`src/rtl/cpu_pkg.sv`:
```
// rtl/cpu_pkg.sv - opcodes, NOP word, jon encodings and fetch-stage state enum
package cpu_pkg;

  localparam logic [5:0] OP_BEQ  = 6'd32;
  localparam logic [5:0] OP_BNE  = 6'd33;
  localparam logic [5:0] OP_BLT  = 6'd34;
  localparam logic [5:0] OP_BLE  = 6'd35;
  localparam logic [5:0] OP_J    = 6'd40;
  localparam logic [5:0] OP_JR   = 6'd42;
  localparam logic [5:0] OP_HALT = 6'd63;

  localparam logic [31:0] NOP_WORD = 32'h0;

  localparam logic [1:0] JON_NONE   = 2'b00;
  localparam logic [1:0] JON_JUMP   = 2'b01;
  localparam logic [1:0] JON_BRANCH = 2'b10;

  typedef enum logic [1:0] {
    ST_RUN    = 2'd0,
    ST_SQUASH = 2'd1,
    ST_HALT   = 2'd2
  } ifetch_state_e;

endpackage

```
`src/rtl/ifetch_dec.sv`:
```
// rtl/ifetch_dec.sv - combinational instruction classifier shared by fetch and later stages
module ifetch_dec
  import cpu_pkg::*;
(
  input  logic [31:0] instr,
  output logic [1:0]  jon,
  output logic [25:0] addr,
  output logic [5:0]  op,
  output logic [31:0] imm,
  output logic        is_halt
);

  always_comb begin
    op      = instr[31:26];
    addr    = instr[25:0];
    imm     = {{16{instr[15]}}, instr[15:0]};
    is_halt = (instr[31:26] == OP_HALT);
    jon     = JON_NONE;
    case (instr[31:26])
      OP_J:                                    jon = JON_JUMP;
      OP_BEQ, OP_BNE, OP_BLT, OP_BLE, OP_JR:   jon = JON_BRANCH;
      default:                                 jon = JON_NONE;
    endcase
  end

endmodule

```
`src/rtl/ifetch.sv`:
```
// rtl/ifetch.sv - fetch/decode register with control-transfer squash and sticky halt
// Optional bubble counter port bubble_cnt enabled by IFETCH_PERF_EN.
module ifetch
  import cpu_pkg::*;
#(
  parameter int unsigned SQ_JUMP   = 1,
  parameter int unsigned SQ_BRANCH = 3
) (
  input  logic        clk,
  input  logic        rstd,
  input  logic [31:0] pc_in,
  output logic [31:0] imem_addr,
  input  logic [31:0] imem_rdata,
  output logic [31:0] ir_d,
  output logic [31:0] pc_d,
  output logic        valid_d,
  output logic [5:0]  op_d,
  output logic [31:0] imm_dpl_d,
  output logic [25:0] addr_d,
  output logic [1:0]  jon_d,
  output logic        halt
`ifdef IFETCH_PERF_EN
  ,output logic [31:0] bubble_cnt
`endif
);

  generate
    if (SQ_JUMP > 3 || SQ_BRANCH > 3) begin : g_sq_range_check
      $error("ifetch: SQ_JUMP and SQ_BRANCH must fit the 2-bit squash counter");
    end
  endgenerate

  localparam logic [1:0] SQ_JUMP_L   = SQ_JUMP[1:0];
  localparam logic [1:0] SQ_BRANCH_L = SQ_BRANCH[1:0];

  ifetch_state_e state_q, state_d;
  logic [1:0]  sq_cnt_q, sq_cnt_d;
  logic [31:0] dec_ir_q, dec_ir_d;
  logic [31:0] dec_pc_q, dec_pc_d;
  logic        dec_valid_q, dec_valid_d;
  logic        halt_q, halt_d;
  logic        load_bubble;
  logic [1:0]  dec_jon;
  logic        dec_is_halt;

  ifetch_dec u_dec (
    .instr   (dec_ir_q),
    .jon     (dec_jon),
    .addr    (addr_d),
    .op      (op_d),
    .imm     (imm_dpl_d),
    .is_halt (dec_is_halt)
  );

  assign imem_addr = pc_in;
  assign ir_d      = dec_ir_q;
  assign pc_d      = dec_pc_q;
  assign valid_d   = dec_valid_q;
  assign halt      = halt_q;
  assign jon_d     = dec_valid_q ? dec_jon : JON_NONE;

  // The edge that leaves RUN on a transfer already loads the first bubble.
  always_comb begin
    state_d     = state_q;
    sq_cnt_d    = sq_cnt_q;
    dec_ir_d    = imem_rdata;
    dec_pc_d    = pc_in;
    dec_valid_d = 1'b1;
    halt_d      = halt_q;
    load_bubble = 1'b0;
    case (state_q)
      ST_RUN: begin
        if (dec_valid_q && dec_jon == JON_JUMP) begin
          state_d     = ST_SQUASH;
          sq_cnt_d    = SQ_JUMP_L;
          load_bubble = 1'b1;
        end else if (dec_valid_q && dec_jon == JON_BRANCH) begin
          state_d     = ST_SQUASH;
          sq_cnt_d    = SQ_BRANCH_L;
          load_bubble = 1'b1;
        end else if (dec_valid_q && dec_is_halt) begin
          state_d     = ST_HALT;
          halt_d      = 1'b1;
          dec_ir_d    = NOP_WORD;
          dec_pc_d    = dec_pc_q;
          dec_valid_d = 1'b0;
        end
      end
      ST_SQUASH: begin
        if (sq_cnt_q <= 2'd1) begin
          state_d  = ST_RUN;
          sq_cnt_d = 2'd0;
        end else begin
          sq_cnt_d    = sq_cnt_q - 2'd1;
          load_bubble = 1'b1;
        end
      end
      ST_HALT: begin
        dec_ir_d    = NOP_WORD;
        dec_pc_d    = dec_pc_q;
        dec_valid_d = 1'b0;
        halt_d      = 1'b1;
      end
      default: begin
        state_d  = ST_RUN;
        sq_cnt_d = 2'd0;
      end
    endcase
    if (load_bubble) begin
      dec_ir_d    = NOP_WORD;
      dec_valid_d = 1'b0;
    end
  end

  always_ff @(posedge clk or negedge rstd) begin
    if (!rstd) begin
      state_q     <= ST_RUN;
      sq_cnt_q    <= 2'd0;
      dec_ir_q    <= NOP_WORD;
      dec_pc_q    <= 32'h0;
      dec_valid_q <= 1'b0;
      halt_q      <= 1'b0;
    end else begin
      state_q     <= state_d;
      sq_cnt_q    <= sq_cnt_d;
      dec_ir_q    <= dec_ir_d;
      dec_pc_q    <= dec_pc_d;
      dec_valid_q <= dec_valid_d;
      halt_q      <= halt_d;
    end
  end

`ifdef IFETCH_PERF_EN
  logic [31:0] bubble_cnt_q, bubble_cnt_d;

  // HALT never loads a bubble, so the count freezes there on its own.
  always_comb begin
    bubble_cnt_d = bubble_cnt_q;
    if (load_bubble && bubble_cnt_q != 32'hFFFF_FFFF) begin
      bubble_cnt_d = bubble_cnt_q + 32'd1;
    end
  end

  always_ff @(posedge clk or negedge rstd) begin
    if (!rstd) begin
      bubble_cnt_q <= 32'h0;
    end else begin
      bubble_cnt_q <= bubble_cnt_d;
    end
  end

  assign bubble_cnt = bubble_cnt_q;
`endif

endmodule

```
`config.mk`:
```
export PLATFORM = sky130hd
export DESIGN_NAME = ifetch
export DESIGN_NICKNAME = d
export VERILOG_FILES = /design/src/rtl/cpu_pkg.sv /design/src/rtl/ifetch_dec.sv /design/src/rtl/ifetch.sv
export SDC_FILE = /design/constraint.sdc
export NUM_CORES = 1
export LEC_CHECK = 0
export BUFFER_PORTS_ARGS = -buffer_cell sky130_fd_sc_hd__buf_2
export CORE_UTILIZATION = 42
export CTS_CLUSTER_DIAMETER = 40
export CTS_CLUSTER_SIZE = 20
export DETAILED_ROUTE_END_ITERATION = 10
export GPL_ROUTABILITY_DRIVEN = 0
export GPL_TIMING_DRIVEN = 1
export PLACE_DENSITY = 0.76
export SYNTH_ARGS = -nofsm -noshare
export SYNTH_HDL_FRONTEND = slang
export SYNTH_SLANG_ARGS = --single-unit
```
`constraint.sdc`:
```
create_clock -name clk -period 1.9 [get_ports clk]
set_input_delay 0 -clock clk [delete_from_list [all_inputs] [get_ports clk]]
set_output_delay 0 -clock clk [all_outputs]
set_load 0.05 [all_outputs]
```
==> impl_metrics.json <==
{
  "clockBufferDepth": 2,
  "pin_count": 230,
  "grt_pass1_vias": 2900,
  "mappedNetlistArea_um2": 3450,
  "cts_buffers": 9,
  "antenna_found_initial": 0,
  "fp.dieW_um": 92.7,
  "rsz0062_at_grt": "no",
  "cpPeakStageDelay_ns": 0.43,
  "grt_max_degree": 35,
  "yosysWarnings": 0,
  "totalWireLength_mm": 9.24,
  "crit_fanout": 6,
  "cpLargestDelayFamily": "simple AND/OR/NAND/NOR gates",
  "worstMarginPinSlew_ns": 0.524,
  "synthTopCellsByArea": "dfrtp_1 (51%), buf_4 (21%), mux2_2 (9.5%)",
  "setup_tns_ns": 0,
  "vias": 2968,
  "finalCritPeriodShare_pct": 94.8,
  "fin_util_pct": 61.4,
  "coreArea_um2": 7850,
  "syn-num-nets": 369,
  "cp_slowest_cell": "dfrtp_1",
  "whs_ns": 0.217,
  "status": "completed",
  "arrival_ns": 1.80,
  "crit_required_ns": 1.90,
  "reg2reg_from": "ir_d[28]",
  "synth_commonest_cells": "buf_4 (96), dfrtp_1 (70), a21oi_1 (35), o21ai_0 (32), mux2_2 (29)",
  "layout_min_cycle_time_ns": 1.80,
  "grt_pass1_wl_mm": 13.7,
  "firstDrtPassIters": 4,
  "hold_viol_final": 0,
  "netlist_instances": 303,
  "yosysSeqAreaShare_pct": 50.7,
  "slew_headroom_pct": 65.0,
  "fp.dieH_um": 92.7,
  "io_buffer_count": 229,
  "antenna_cells": 0,
  "critPathKind": "reg2out",
  "reg2reg_slack_ns": 0.31,
  "reg2reg_depth": 4,
  "syn-mean-instance-area_um2": 11.4,
  "synth_cell_types": 29,
  "cts_max_level": 3,
  "syn_to_final_growth_pct": 39.5,
  "drive_gt1_share_pct": 56.4,
  "hold_path.class": "in2async",
  "setup_viol": 0,
  "synth.most_common_cell": "buf_4",
  "timing.rr.end": "valid_d",
  "clk_latency_ns": 0.33,
  "drt_first_iter_violations": 95,
  "avgViaCountPerCell": 4.89,
  "start_util_pct": 44.0,
  "dieArea_um2": 8590,
  "cts_sinks": 70,
  "slew_violations": 0,
  "drc": 0,
  "clkTransAtPathRegs_ns": 0.07,
  "root_buffer": "clkbuf_8",
  "routedWlPerCell_um": 15.2,
  "yosys.area.top_type": "dfrtp_1",
  "maxCapViolations": 0,
  "fin_skew_ns": 0.00989,
  "end_kind": "output port",
  "gr-total-overflow": 0,
  "max_freq_mhz": 555,
  "final_nets": 569,
  "dpl.hpwl_mm": 5.81,
  "ys_async_sr_fraction_pct": 100,
  "cp_cell_sequence": "nand4bb_1 > nor4b_2 > buf_2",
  "cp_num_buf_inv": 1,
  "grt_util_all_layers_pct": 21.1,
  "ctsResizeCount": 0,
  "synth_top_area_share_pct": 50.7,
  "ant_nets": 0,
  "synth_edf_count": 0,
  "ys_ff_latch": 70,
  "start_kind": "flop",
  "cts_tree": "built",
  "rows": 32,
  "synth_flop_cell": "dfrtp_1"
}
how the worst max path moves through the flow:
stage / from / to / slack, ns / cells past startpoint
6_report: ir_d[28] / jon_d[0] / 0.1 / 3
5_1_grt: ir_d[28] / jon_d[0] / 0.03 / 3
4_1_cts: ir_d[28] / jon_d[0] / 0.08 / 3
3_5_place_dp: ir_d[28] / ir_d[22] / 0.32 / 4
3_3_place_gp: state_q[0] / pc_d[2] / 0.39 / 4
2_1_floorplan: ir_d[28] / jon_d[0] / -0.10 / 2
final cells by class:
type                            instances  area, um2
Clock buffer                           10        128
Clock inverter                          3       15.0
Fill cell                             653       3030
Inverter                                2       7.51
Multi-Input combinational cell        119        898
Sequential cell                        70       1750
Tap cell                              102        128
Timing Repair Buffer                  301       1890
layer usage:
layer	global-route usage (%)	part of all wire, %
met5	0	0
met4	12.8	5.2
met3	6.24	6.7
met2	39.1	55
met1	20.3	33
cells by family after synthesis:
family / synth area share (%)
and+or+nand+nor: 3.19
muxes: 10.4
AOI/OAI and AO/OA: 12.0
DFF: 50.7
buffers and inverters: 23.6
registers in the layout, summed over array words and instances (netlist names):
signal,cells
ir_d,32
halt,1
valid_d,1
state_q,2
pc_d,32
sq_cnt_q,2
cell usage in the layout (no fill, tap or decap), drive strengths merged:
master / count
dlygate4sd3: 65
or2: 1
nand4b: 1
dfrtp: 70
nor2: 2
nand2b: 1
nand4: 1
o311a: 1
and2: 1
nor3: 1
a21oi: 35
o2bb2ai: 2
nor4b: 1
o21ai: 34
clkbuf: 10
a211o: 1
clkinv: 3
nand2: 2
mux2: 32
nand4bb: 1
o32a: 1
inv: 2
buf: 236
or3: 1
what timing repair did:
action                                 in CTS  in global routing
endpoints found under the hold margin      86                  0
hold buffers                               65                  0
setup buffers                               0                  0
stage by stage:
stage                     setup slack [ns]  instance area (um2)  instances
after global routing                0.0265                 4810        607
after global placement               0.389                 4020        529
after detailed placement             0.324                 4020        529
after floorplan                     -0.100                 3460        303
after CTS                           0.0824                 4810        607
final                               0.0987                 4810        607
Power is left out: the tool's default activity adds up to more than one toggle a clock period on the data nets, which glitch-free logic cannot reach.
